==> config.mk <==
export PLATFORM = sky130hd
export DESIGN_NAME = fetch_unit_flat
export DESIGN_NICKNAME = d
export VERILOG_FILES = /design/src/rtl/fetch_unit_pkg.sv /design/src/rtl/fetch_unit_if.sv /design/src/rtl/fetch_unit_instr_len_decode.sv /design/src/rtl/fetch_unit.sv /design/src/flat_wrapper.sv
export SDC_FILE = /design/constraint.sdc
export NUM_CORES = 1
export LEC_CHECK = 0
export BUFFER_PORTS_ARGS = -buffer_cell sky130_fd_sc_hd__buf_2
export CORE_MARGIN = 2
export CORE_UTILIZATION = 59
export DETAILED_ROUTE_END_ITERATION = 8
export GPL_TIMING_DRIVEN = 0
export PLACE_DENSITY = 0.85
export SLEW_MARGIN = 20
export SYNTH_ARGS = -nofsm -noshare
export SYNTH_HDL_FRONTEND = slang
export SYNTH_SLANG_ARGS = --single-unit
==> constraint.sdc <==
create_clock -name CLK -period 8.9 [get_ports CLK]
set_clock_uncertainty 0.15 [all_clocks]
set_input_delay 0.89 -clock CLK [delete_from_list [all_inputs] [get_ports CLK]]
set_output_delay 0.89 -clock CLK [all_outputs]
set_load 0.005 [all_outputs]
==> src/rtl/fetch_unit_pkg.sv <==
// fetch_unit_pkg: shared constants for the Y86-64 fetch unit.
//   - icode values HALT..POPQ
//   - STAT codes AOK/HLT/ADR/INS
//   - default datapath width
//   - fetch FSM state type
package fetch_unit_pkg;

  localparam int DEFAULT_DATA_WID = 64;

  localparam logic [3:0] IC_HALT   = 4'h0;
  localparam logic [3:0] IC_NOP    = 4'h1;
  localparam logic [3:0] IC_RRMOVQ = 4'h2;
  localparam logic [3:0] IC_IRMOVQ = 4'h3;
  localparam logic [3:0] IC_RMMOVQ = 4'h4;
  localparam logic [3:0] IC_MRMOVQ = 4'h5;
  localparam logic [3:0] IC_OPQ    = 4'h6;
  localparam logic [3:0] IC_JXX    = 4'h7;
  localparam logic [3:0] IC_CALL   = 4'h8;
  localparam logic [3:0] IC_RET    = 4'h9;
  localparam logic [3:0] IC_PUSHQ  = 4'hA;
  localparam logic [3:0] IC_POPQ   = 4'hB;

  localparam logic [1:0] STAT_AOK = 2'd0;
  localparam logic [1:0] STAT_HLT = 2'd1;
  localparam logic [1:0] STAT_ADR = 2'd2;
  localparam logic [1:0] STAT_INS = 2'd3;

  localparam logic [3:0] REG_NONE = 4'hF;

  typedef enum logic [2:0] {
    S_IDLE,
    S_OPC,
    S_REGS,
    S_CONST,
    S_DONE
  } fetch_state_t;

endpackage

==> src/rtl/fetch_unit_if.sv <==
// fetch_unit_if: bundle of the fetch unit's bus signals.
//   PC input handshake   : PC_IN, PC_VALID, PC_READY
//   instruction memory   : IMEM_REQ, IMEM_ADDR, IMEM_ACK, IMEM_DATA, IMEM_ERR
//   decoded output       : icode, ifun, rA, rB, valC, valP, STAT,
//                          OUT_VALID, OUT_READY
// master = the fetch unit, slave = its environment (PC stage, memory, decode).
interface fetch_unit_if
  import fetch_unit_pkg::*;
#(
  parameter int DATA_WID = DEFAULT_DATA_WID
);
  logic [DATA_WID-1:0] PC_IN;
  logic                PC_VALID;
  logic                PC_READY;
  logic                IMEM_REQ;
  logic [DATA_WID-1:0] IMEM_ADDR;
  logic                IMEM_ACK;
  logic [7:0]          IMEM_DATA;
  logic                IMEM_ERR;
  logic [3:0]          icode;
  logic [3:0]          ifun;
  logic [3:0]          rA;
  logic [3:0]          rB;
  logic [DATA_WID-1:0] valC;
  logic [DATA_WID-1:0] valP;
  logic [1:0]          STAT;
  logic                OUT_VALID;
  logic                OUT_READY;

  modport master (
    input  PC_IN, PC_VALID, IMEM_ACK, IMEM_DATA, IMEM_ERR, OUT_READY,
    output PC_READY, IMEM_REQ, IMEM_ADDR, icode, ifun, rA, rB, valC, valP,
           STAT, OUT_VALID
  );

  modport slave (
    output PC_IN, PC_VALID, IMEM_ACK, IMEM_DATA, IMEM_ERR, OUT_READY,
    input  PC_READY, IMEM_REQ, IMEM_ADDR, icode, ifun, rA, rB, valC, valP,
           STAT, OUT_VALID
  );
endinterface

==> src/rtl/fetch_unit_instr_len_decode.sv <==
// instr_len_decode: combinational Y86-64 opcode classifier.
//   icode_i, ifun_i : opcode byte nibbles
//   len_o           : instruction length in bytes (1 for illegal opcodes)
//   has_regs_o      : instruction carries a register byte
//   has_const_o     : instruction carries a CONST_BYTES-byte constant
//   illegal_o       : unknown icode or ifun out of range for the icode
module instr_len_decode
  import fetch_unit_pkg::*;
#(
  parameter int CONST_BYTES = 8,
  parameter int LW          = $clog2(CONST_BYTES + 3)
) (
  input  logic [3:0]    icode_i,
  input  logic [3:0]    ifun_i,
  output logic [LW-1:0] len_o,
  output logic          has_regs_o,
  output logic          has_const_o,
  output logic          illegal_o
);

  logic regs, cnst, legal;

  always_comb begin
    regs  = 1'b0;
    cnst  = 1'b0;
    legal = 1'b0;
    unique case (icode_i)
      IC_HALT, IC_NOP, IC_RET: legal = (ifun_i == 4'd0);
      IC_RRMOVQ: begin regs = 1'b1; legal = (ifun_i <= 4'd6); end
      IC_IRMOVQ, IC_RMMOVQ, IC_MRMOVQ: begin
        regs  = 1'b1;
        cnst  = 1'b1;
        legal = (ifun_i == 4'd0);
      end
      IC_OPQ:    begin regs = 1'b1; legal = (ifun_i <= 4'd3); end
      IC_JXX:    begin cnst = 1'b1; legal = (ifun_i <= 4'd6); end
      IC_CALL:   begin cnst = 1'b1; legal = (ifun_i == 4'd0); end
      IC_PUSHQ, IC_POPQ: begin regs = 1'b1; legal = (ifun_i == 4'd0); end
      default:   legal = 1'b0;
    endcase
  end

  // An illegal opcode is treated as a one-byte instruction.
  assign illegal_o   = ~legal;
  assign has_regs_o  = legal & regs;
  assign has_const_o = legal & cnst;
  assign len_o       = LW'(1) + LW'(has_regs_o) +
                       (has_const_o ? LW'(CONST_BYTES) : LW'(0));

endmodule

==> src/rtl/fetch_unit.sv <==
// fetch_unit: sequential Y86-64 instruction fetch.
//   CLK, RST_N : clock (rising edge), asynchronous active-low reset
//   bus        : fetch_unit_if master
//     PC_IN/PC_VALID/PC_READY      - accept the next PC (only in IDLE)
//     IMEM_REQ/IMEM_ADDR/IMEM_ACK/IMEM_DATA/IMEM_ERR
//                                  - one byte per acked request at PC+k
//     icode/ifun/rA/rB/valC/valP/STAT, OUT_VALID/OUT_READY
//                                  - registered decoded instruction
module fetch_unit
  import fetch_unit_pkg::*;
#(
  parameter int DATA_WID = DEFAULT_DATA_WID
) (
  input  logic         CLK,
  input  logic         RST_N,
  fetch_unit_if.master bus
);

  localparam int CB = DATA_WID / 8;
  localparam int KW = $clog2(CB + 3);

  fetch_state_t        state_q, state_d;
  logic [DATA_WID-1:0] pc_q, pc_d;
  logic [KW-1:0]       k_q, k_d;
  logic [KW-1:0]       len_q, len_d;
  logic                has_regs_q, has_regs_d;
  logic                has_const_q, has_const_d;
  logic [3:0]          icode_q, icode_d;
  logic [3:0]          ifun_q, ifun_d;
  logic [3:0]          ra_q, ra_d;
  logic [3:0]          rb_q, rb_d;
  logic [DATA_WID-1:0] valc_q, valc_d;
  logic [DATA_WID-1:0] valp_q, valp_d;
  logic [1:0]          stat_q, stat_d;

  logic [KW-1:0]       dec_len;
  logic                dec_regs, dec_const, dec_illegal;
  logic                req;
  logic [DATA_WID-1:0] cur_addr;
  logic [KW-1:0]       cidx;

  instr_len_decode #(
    .CONST_BYTES (CB),
    .LW          (KW)
  ) u_len (
    .icode_i     (bus.IMEM_DATA[7:4]),
    .ifun_i      (bus.IMEM_DATA[3:0]),
    .len_o       (dec_len),
    .has_regs_o  (dec_regs),
    .has_const_o (dec_const),
    .illegal_o   (dec_illegal)
  );

  assign req      = (state_q == S_OPC) || (state_q == S_REGS) || (state_q == S_CONST);
  // PC+k is also the fault valP: the number of bytes acked before the fault.
  assign cur_addr = pc_q + DATA_WID'(k_q);
  // Constant byte index: k minus the opcode byte and optional register byte.
  assign cidx     = k_q - (has_regs_q ? KW'(2) : KW'(1));

  always_comb begin
    state_d     = state_q;
    pc_d        = pc_q;
    k_d         = k_q;
    len_d       = len_q;
    has_regs_d  = has_regs_q;
    has_const_d = has_const_q;
    icode_d     = icode_q;
    ifun_d      = ifun_q;
    ra_d        = ra_q;
    rb_d        = rb_q;
    valc_d      = valc_q;
    valp_d      = valp_q;
    stat_d      = stat_q;

    unique case (state_q)
      S_IDLE: begin
        if (bus.PC_VALID) begin
          pc_d    = bus.PC_IN;
          k_d     = '0;
          icode_d = 4'h0;
          ifun_d  = 4'h0;
          ra_d    = REG_NONE;
          rb_d    = REG_NONE;
          valc_d  = '0;
          valp_d  = '0;
          stat_d  = STAT_AOK;
          state_d = S_OPC;
        end
      end

      S_OPC: begin
        if (bus.IMEM_ACK) begin
          if (bus.IMEM_ERR) begin
            stat_d  = STAT_ADR;
            valp_d  = cur_addr;
            state_d = S_DONE;
          end else begin
            icode_d     = bus.IMEM_DATA[7:4];
            ifun_d      = bus.IMEM_DATA[3:0];
            k_d         = k_q + KW'(1);
            len_d       = dec_len;
            has_regs_d  = dec_regs;
            has_const_d = dec_const;
            if (dec_illegal) begin
              stat_d  = STAT_INS;
              valp_d  = pc_q + DATA_WID'(dec_len);
              state_d = S_DONE;
            end else if (bus.IMEM_DATA[7:4] == IC_HALT) begin
              stat_d  = STAT_HLT;
              valp_d  = pc_q + DATA_WID'(dec_len);
              state_d = S_DONE;
            end else if (dec_regs) begin
              state_d = S_REGS;
            end else if (dec_const) begin
              state_d = S_CONST;
            end else begin
              valp_d  = pc_q + DATA_WID'(dec_len);
              state_d = S_DONE;
            end
          end
        end
      end

      S_REGS: begin
        if (bus.IMEM_ACK) begin
          if (bus.IMEM_ERR) begin
            stat_d  = STAT_ADR;
            valp_d  = cur_addr;
            state_d = S_DONE;
          end else begin
            ra_d = bus.IMEM_DATA[7:4];
            rb_d = bus.IMEM_DATA[3:0];
            k_d  = k_q + KW'(1);
            if (has_const_q) begin
              state_d = S_CONST;
            end else begin
              valp_d  = pc_q + DATA_WID'(len_q);
              state_d = S_DONE;
            end
          end
        end
      end

      S_CONST: begin
        if (bus.IMEM_ACK) begin
          if (bus.IMEM_ERR) begin
            stat_d  = STAT_ADR;
            valp_d  = cur_addr;
            state_d = S_DONE;
          end else begin
            valc_d[8*int'(cidx) +: 8] = bus.IMEM_DATA;
            k_d = k_q + KW'(1);
            if (k_q + KW'(1) == len_q) begin
              valp_d  = pc_q + DATA_WID'(len_q);
              state_d = S_DONE;
            end
          end
        end
      end

      S_DONE: begin
        if (bus.OUT_READY) state_d = S_IDLE;
      end

      default: state_d = S_IDLE;
    endcase
  end

  always_ff @(posedge CLK or negedge RST_N) begin
    if (!RST_N) begin
      state_q     <= S_IDLE;
      pc_q        <= '0;
      k_q         <= '0;
      len_q       <= '0;
      has_regs_q  <= 1'b0;
      has_const_q <= 1'b0;
      icode_q     <= 4'h0;
      ifun_q      <= 4'h0;
      ra_q        <= REG_NONE;
      rb_q        <= REG_NONE;
      valc_q      <= '0;
      valp_q      <= '0;
      stat_q      <= STAT_AOK;
    end else begin
      state_q     <= state_d;
      pc_q        <= pc_d;
      k_q         <= k_d;
      len_q       <= len_d;
      has_regs_q  <= has_regs_d;
      has_const_q <= has_const_d;
      icode_q     <= icode_d;
      ifun_q      <= ifun_d;
      ra_q        <= ra_d;
      rb_q        <= rb_d;
      valc_q      <= valc_d;
      valp_q      <= valp_d;
      stat_q      <= stat_d;
    end
  end

  assign bus.PC_READY  = (state_q == S_IDLE);
  assign bus.IMEM_REQ  = req;
  assign bus.IMEM_ADDR = req ? cur_addr : '0;
  assign bus.OUT_VALID = (state_q == S_DONE);
  assign bus.icode     = icode_q;
  assign bus.ifun      = ifun_q;
  assign bus.rA        = ra_q;
  assign bus.rB        = rb_q;
  assign bus.valC      = valc_q;
  assign bus.valP      = valp_q;
  assign bus.STAT      = stat_q;

endmodule

==> src/flat_wrapper.sv <==
// flat-port wrapper written by rule: the top's interface ports become plain ports
module fetch_unit_flat import fetch_unit_pkg::*;
#(
  parameter int DATA_WID = DEFAULT_DATA_WID
)
  (CLK, RST_N, bus_PC_IN, bus_PC_VALID, bus_IMEM_ACK, bus_IMEM_DATA, bus_IMEM_ERR, bus_OUT_READY, bus_PC_READY, bus_IMEM_REQ, bus_IMEM_ADDR, bus_icode, bus_ifun, bus_rA, bus_rB, bus_valC, bus_valP, bus_STAT, bus_OUT_VALID);
  fetch_unit_if #(.DATA_WID(DATA_WID)) bus_i ();
  input  logic CLK;
  input  logic RST_N;
  input wire logic [$bits(bus_i.PC_IN)-1:0] bus_PC_IN;
  input wire logic [$bits(bus_i.PC_VALID)-1:0] bus_PC_VALID;
  input wire logic [$bits(bus_i.IMEM_ACK)-1:0] bus_IMEM_ACK;
  input wire logic [$bits(bus_i.IMEM_DATA)-1:0] bus_IMEM_DATA;
  input wire logic [$bits(bus_i.IMEM_ERR)-1:0] bus_IMEM_ERR;
  input wire logic [$bits(bus_i.OUT_READY)-1:0] bus_OUT_READY;
  output wire logic [$bits(bus_i.PC_READY)-1:0] bus_PC_READY;
  output wire logic [$bits(bus_i.IMEM_REQ)-1:0] bus_IMEM_REQ;
  output wire logic [$bits(bus_i.IMEM_ADDR)-1:0] bus_IMEM_ADDR;
  output wire logic [$bits(bus_i.icode)-1:0] bus_icode;
  output wire logic [$bits(bus_i.ifun)-1:0] bus_ifun;
  output wire logic [$bits(bus_i.rA)-1:0] bus_rA;
  output wire logic [$bits(bus_i.rB)-1:0] bus_rB;
  output wire logic [$bits(bus_i.valC)-1:0] bus_valC;
  output wire logic [$bits(bus_i.valP)-1:0] bus_valP;
  output wire logic [$bits(bus_i.STAT)-1:0] bus_STAT;
  output wire logic [$bits(bus_i.OUT_VALID)-1:0] bus_OUT_VALID;
  assign bus_i.PC_IN = bus_PC_IN;
  assign bus_i.PC_VALID = bus_PC_VALID;
  assign bus_i.IMEM_ACK = bus_IMEM_ACK;
  assign bus_i.IMEM_DATA = bus_IMEM_DATA;
  assign bus_i.IMEM_ERR = bus_IMEM_ERR;
  assign bus_i.OUT_READY = bus_OUT_READY;
  assign bus_PC_READY = bus_i.PC_READY;
  assign bus_IMEM_REQ = bus_i.IMEM_REQ;
  assign bus_IMEM_ADDR = bus_i.IMEM_ADDR;
  assign bus_icode = bus_i.icode;
  assign bus_ifun = bus_i.ifun;
  assign bus_rA = bus_i.rA;
  assign bus_rB = bus_i.rB;
  assign bus_valC = bus_i.valC;
  assign bus_valP = bus_i.valP;
  assign bus_STAT = bus_i.STAT;
  assign bus_OUT_VALID = bus_i.OUT_VALID;
  fetch_unit #(.DATA_WID(DATA_WID)) u_core (.CLK(CLK), .RST_N(RST_N), .bus(bus_i));
endmodule
==> Word level (Yosys, flattened, before mapping) <==
Cells that the tools add are included.
{ "totals": {"output_inout_bits": 213, "elab_cells": 147, "regBits": 223} }
{ "op_classes": {"n_lt_le_gt_ge": 2, "mux": 60, "add_sub_neg": 8, "eq_ne": 33, "n_bitwise": 3, "n_shift": 2, "n_reduce_logical": 26} }
{ "ops": {"columns": ["op", "count"], "rows": [
  ["$mux 64", 16],
  ["$pmux 64 s4", 1],
  ["$add 64x4->64", 3],
  ["$pmux 64 s2", 1],
  ["$bwmux 64", 1],
  ["$shift 8x33->64 const A", 1],
  ["$shiftx 8x33->64", 1],
  ["$mux 3", 14],
  ["$pmux 4 s2", 5],
  ["$mux 4", 9],
  ["$neg 7->33", 1],
  ["$ne 2x2->1 const B", 9],
  ["$eq 4x3->1 const B", 4],
  ["$eq 4x4->1 const B", 4],
  ["$mux 2", 8],
  ["$reduce_and 4->1", 4],
  ["$pmux 3 s5", 1],
  ["$reduce_and 6->1", 2],
  ["$ne 5x5->1 const B", 2],
  ["$reduce_and 9->1", 1],
  ["$reduce_or 9->1", 1],
  ["$eq 4x2->1 const B", 2],
  ["$logic_not 4->1", 2],
  ["$reduce_bool 2->1", 4],
  ["other kinds (29)", 37]
]} }

==> Longest topological paths before layout <==
{ "logic_depth": {"ltp_word": 14, "ltp_mapped": 14, "depth_no_buf": 13} }

==> By module <==
A second synthesis with hierarchy kept.
{ "unflattened": {"hier_cells": 1623, "hier_area_um2": 14634.0} }
{ "modules_own_cells": {"columns": ["module", "n_inst", "area_each_um2", "cells_per_inst"], "rows": [
  ["fetch_unit", 1, 14483.9, 1598],
  ["instr_len_decode", 1, 150.1, 25]
]} }

==> Worst setup path after synthesis <==
OpenSTA, ideal clock, no wires.
{ "synth_path": {"path_type": "input -> register", "from": "input bus_IMEM_DATA[0]", "to": "register u_core.valp_q[44], in the netlist u_core.bus.valP[44]", "setup_time_ns": 0.126, "arrival_time_ns": 3.941, "stages": 12, "path_slack_ns": 4.683, "cell_sequence": "or4_1 -> o2bb2a_1 -> o31a_1 -> a211o_1 -> ha_1 -> fa_1 -> a31o_2 -> nand3_1 -> o22ai_1 -> nor3b_1 -> mux2_2 -> a221o_1"} }
{ "synth_via": {"elab_chain_len": 13, "elab_cells_between_ends": 20, "cone_classes": "3 x add/sub; 2 x order compare; 2 x eq/ne; 9 x mux; 2 x bitwise; 2 x reduce/logical"} }
{ "synth_rtl": {"columns": ["element", "line", "text"], "rows": [
  ["from (decl)", "flat_wrapper.sv:13", "input wire logic [$bits(bus_i.IMEM_DATA)-1:0] bus_IMEM_DATA;"],
  ["$le 4x3->1 (tied with other cells)", "fetch_unit_instr_len_decode.sv:29, fetch_unit_instr_len_decode.sv:36", null],
  ["$pmux 1 s3 *", "fetch_unit_instr_len_decode.sv:27", "unique case (icode_i)"],
  ["$and 1x1->1 *", "fetch_unit_instr_len_decode.sv:45", "assign has_regs_o = legal & regs;"],
  ["$add 1x1->2 *", "fetch_unit_instr_len_decode.sv:47", "assign len_o = LW'(1) + LW'(has_regs_o) +"],
  ["$add 2x4->4 *", "fetch_unit_instr_len_decode.sv:47", null],
  ["via u_core.dec_len[0]", "fetch_unit.sv:36", "logic [KW-1:0] dec_len;"],
  ["$add 64x4->64 *", "fetch_unit.sv:106, fetch_unit.sv:110, fetch_unit.sv:117", null],
  ["$mux 64", "fetch_unit.sv:114", "end else if (dec_const) begin"],
  ["$mux 64", "fetch_unit.sv:112", "end else if (dec_regs) begin"],
  ["$mux 64", "fetch_unit.sv:108", "end else if (bus.IMEM_DATA[7:4] == IC_HALT) begin"],
  ["$mux 64 *", "fetch_unit.sv:104", "if (dec_illegal) begin"],
  ["$mux 64 *", "fetch_unit.sv:93", "if (bus.IMEM_ERR) begin"],
  ["$mux 64 *", "fetch_unit.sv:92", "if (bus.IMEM_ACK) begin"],
  ["$pmux 64 s4 *", "fetch_unit.sv:75", "unique case (state_q)"],
  ["to (signal assigned)", "fetch_unit.sv:196", "valp_q <= valp_d;"],
  ["to (decl)", "fetch_unit.sv:33", "logic [DATA_WID-1:0] valp_q, valp_d;"]
]} }
Mark *: on every way through the listed nets, which the timed path passes. The rest lies on a longest branch. The select of a mux whose other input is x is not followed.
A chain may end at the register's enable or synchronous reset.

==> Worst setup path after layout <==
{ "layout_path": {"from": "register u_core.state_q[2]", "to": "output bus_IMEM_ADDR[57]"} }
{ "layout_via": {"elab_chain_len": 4, "elab_cells_between_ends": 6, "cone_classes": "3 x eq/ne; 1 x mux; 2 x reduce/logical"} }
{ "layout_rtl": {"columns": ["element", "line", "text"], "rows": [
  ["from (decl)", "fetch_unit.sv:22", "fetch_state_t state_q, state_d;"],
  ["from (signal assigned)", "fetch_unit.sv:185", "state_q <= state_d;"],
  ["$eq 3x1->1 or $eq 3x2->1 (tied branches)", "fetch_unit.sv:54", "assign req = (state_q == S_OPC) || (state_q == S_REGS) || (state_q == S_CONST);"],
  ["$logic_or 1x1->1", "fetch_unit.sv:54", null],
  ["$logic_or 1x1->1 *", "fetch_unit.sv:54", null],
  ["$mux 64 *", "fetch_unit.sv:203", "assign bus.IMEM_ADDR = req ? cur_addr : '0;"],
  ["to (decl)", "flat_wrapper.sv:18", "output wire logic [$bits(bus_i.IMEM_ADDR)-1:0] bus_IMEM_ADDR;"]
]} }
Every way passes the cells marked *; elsewhere a longest branch is shown, timed or not.

==> impl_metrics.yaml <==
run_status:
  status: "completed"
routing:
  drt-total-wl_mm: 68.4
  avgViaCountPerCell: 7.14
  vias: 16900
  post-route-drc-count: 0
  first_iter_violations: 3029
  antenna_left: 0
  wl_per_cell_um: 29.0
  drt-pass1-iter-count: 7
logic_synthesis:
  yosysWarnings: 0
  netlist-cell-type-count: 93
  async_flop_share: 1.00
  synthTopCellsByArea: "dfrtp_1 37%, nand2_1 8.1%, nor2_1 4.0%"
  synth_top_area_share: 0.371
  seq_area_frac_synth: 0.386
  synth_largest_area_cell: "dfrtp_1"
  syn-num-nets: 1803
  synth_edf_count: 0
  netlist_area_um2: 14300
  synthCells: 1706
  synth-seq-cells: 220
  ys.flop_type: "dfrtp_1"
  syn_area_per_cell_um2: 8.37
sta:
  min_period_ns: 5.96
  hold_viol_final: 0
  setup_viol: 0
  slew_headroom: 0.154
  timing.hold.ws_ns: 0.0502
  min_period_over_period: 0.670
  rsz0062_at_grt: "no"
  slew_viol_final: 0
  worstMarginPinSlew_ns: 1.27
  fin_tns_setup_ns: 0
  fmax_mhz: 168
power:
  power_uw: 5530
  power_density_nw_per_um2: 326
  comb_power_share: 0.536
  ir_worst_vdd_mv: 0.293
  seqPwrFrac: 0.285
  power_switching_uw: 2750
  clockPowerShare: 0.179
  p_int_uw: 2780
  switching_share: 0.498
  p_leak_uw: 0.00783
placed_design:
  dp_hpwl_mm: 49.2
  port_buffers: 288
  dp.cells: 2316
  gp_congestion: 1.07
  placed_area_um2: 16200
cells_and_area:
  nNetsFinal: 2120
  area_delta_synth_final_pct: 18.9
  final-seq-area_um2: 5520
  filler_cell_count: 1728
  finalInstanceArea_um2: 17000
  multi_input_area_um2: 7990
  final_cells: 2362
  layout-drive-gt1-share: 0.231
clock_network:
  postCtsSetupRepairBufs: 0
  clk_latency_ns: 0.54
  root_buffer: "clkbuf_16"
  hold_buffers: 0
  cts.clk_slew.worst_paths_ns: 0.07
  tritoncts: "yes"
  cts_sinks: 220
  numCtsBuffers: 23
  cts_max_level: 1
  ctsResizeCount: 0
  clk_path_buf_depth: 3
floorplanning:
  die_y_um: 160
  fp.dieArea_um2: 25500
  row_count: 56
  start_util: 0.605
  fp.coreArea_um2: 23600
  ios: 291
  die_w_um: 160
global_route:
  grtUsageMet3: 0.175
  grt_pass1_wl_mm: 100
  grt_busiest_layer: "met2"
  antenna_found_initial: 4
  grt_max_degree: 103
  grt_use_met1: 0.652
  grt_use_total: 0.520
  use_met2: 0.766
  grt_pass1_vias: 16200
  grt_overflow: 0
setup_path:
  crit_arrival_ns: 4.92
  cp.required_ns: 7.86
  cp_max_fo: 10
  start_kind: "flop"
  worstSetupPathType: "reg2out"
  endpoint_kind: "output pin"
run:
  drv_cap: 0
min_path:
  min_path_type: "in2async"
cell families after synthesis:
kind of cell / after synthesis / share of synthesized area
mux: 10 / 0.00745
compound gates: 446 / 0.221
flops: 220 / 0.386
xor+xnor: 68 / 0.0422
fa+ha+maj: 19 / 0.0187
buf+inv: 176 / 0.0545
simple gates: 767 / 0.270
metal layers:
metal / vias to the layer above / wire length (µm)
met5: - / 17
met4: 2 / 5780
met3: 440 / 9850
met2: 1615 / 29000
met1: 8004 / 23800
li1: 6813 / -
through the flow:
| step | setup WS, ns | utilization |
|---|---|---|
| 6_report | 2.94 | 0.719 |
| 5_1_grt | 3.18 | 0.719 |
| 4_1_cts | 3.41 | 0.718 |
| 3_5_place_dp | 3.77 | 0.686 |
| 3_3_place_gp | 3.13 | 0.683 |
| 2_1_floorplan | 4.68 | - |
power groups by stage:
stage | Clock (µW) | Sequential (µW) | Combinational (µW)
3_5_place_dp | 0 | 1560 | 2770
6_report | 991 | 1570 | 2960
2_1_floorplan | 0 | 1490 | 1660
3_3_place_gp | 0 | 1540 | 2670
5_1_grt | 1020 | 1580 | 3080
4_1_cts | 976 | 1550 | 2810
registers in the layout (all words and copies together) (netlist names):
register and flops:
u_core.k_q 4, u_core.bus.valC 64, u_core.len_q 3, u_core.bus.rB 4, u_core.state_q 3, u_core.bus.STAT 2, u_core.pc_q 64, u_core.bus.icode 4
u_core.bus.rA 4, u_core.bus.ifun 4, u_core.bus.valP 64
worst max-delay path, stage by stage, from the launching register on:
cell	delay (ns)
dfrtp_1	0.45
clkbuf_1	0.39
nor3b_1	0.17
nor2_1	0.60
clkbuf_1	0.84
buf_1	0.70
clkbuf_1	0.75
nor2_1	0.25
buf_2	0.20
synth_stat cells, types with 11 or more instances:
| cell | instances |
|---|---|
| or3_1 | 15 |
| o21ai_1 | 12 |
| o21a_1 | 11 |
| a32o_1 | 29 |
| buf_4 | 12 |
| o31ai_1 | 12 |
| buf_2 | 50 |
| a211oi_1 | 11 |
| xnor2_1 | 47 |
| dfrtp_1 | 212 |
| nand3_1 | 50 |
| nor2_1 | 152 |
| o21ai_0 | 101 |
| and2_1 | 20 |
| o22ai_1 | 16 |
| a21oi_1 | 69 |
| xor2_1 | 20 |
| nand4_1 | 40 |
| clkbuf_1 | 67 |
| and3_1 | 17 |
| nor4_1 | 17 |
| ha_1 | 15 |
| a22oi_1 | 15 |
| nor3_1 | 57 |
| o211ai_1 | 12 |
| nand2_1 | 309 |
| inv_1 | 34 |
| a31oi_1 | 18 |
| a22o_1 | 44 |
final timing paths:
kind                                          start                   to  slack [ns]  cells after the start
max in group asynchronous                     RST_N  u_core.bus.valP[46]        7.72                      2
worst min-delay path                          RST_N      u_core.pc_q[23]        0.05                      1
worst min register to register  u_core.bus.valP[12]  u_core.bus.valP[12]        0.33                      2
worst max-delay path              u_core.state_q[2]    bus_IMEM_ADDR[57]        2.94                      8
min in group CLK                u_core.bus.valP[12]  u_core.bus.valP[12]        0.33                      2
worst max register to register        u_core.k_q[0]  u_core.bus.valP[58]        4.81                     10
cell usage in the layout, fill, tap and decap left out, types with 8 or more instances in the layout:
cell / count
xnor2_1: 47
or4_1: 9
o21a_1: 11
a22oi_1: 15
a221o_1: 9
and3_1: 17
nor2_1: 150
a21oi_1: 69
nand3_1: 50
nand4_1: 40
clkbuf_8: 10
o21ai_0: 101
nand2_1: 309
inv_1: 34
buf_1: 9
buf_2: 337
dfrtp_1: 212
or3_1: 15
xor2_1: 20
a32o_1: 29
o22ai_1: 16
nand2b_1: 9
nor3_1: 57
o31a_1: 9
clkbuf_1: 70
and2_1: 20
o211ai_1: 12
ha_1: 15
o31ai_1: 12
a31oi_1: 18
a21o_1: 10
a211oi_1: 11
o21ai_1: 12
a221oi_1: 10
dfstp_2: 8
clkbuf_16: 23
nor4_1: 17
buf_4: 14
a22o_1: 44
final cells by class:
class / instances / area share
multi-input combinational: 1310 / 0.471
buffer: 141 / 0.0381
tap: 319 / 0.0235
inverter: 35 / 0.00774
clock buffer: 36 / 0.0427
antenna: 3 / 0.000442
timing repair buffer: 292 / 0.0896
clock inverter: 6 / 0.00221
sequential: 220 / 0.325
No activity file was read; power rests on OpenSTA's default activity.
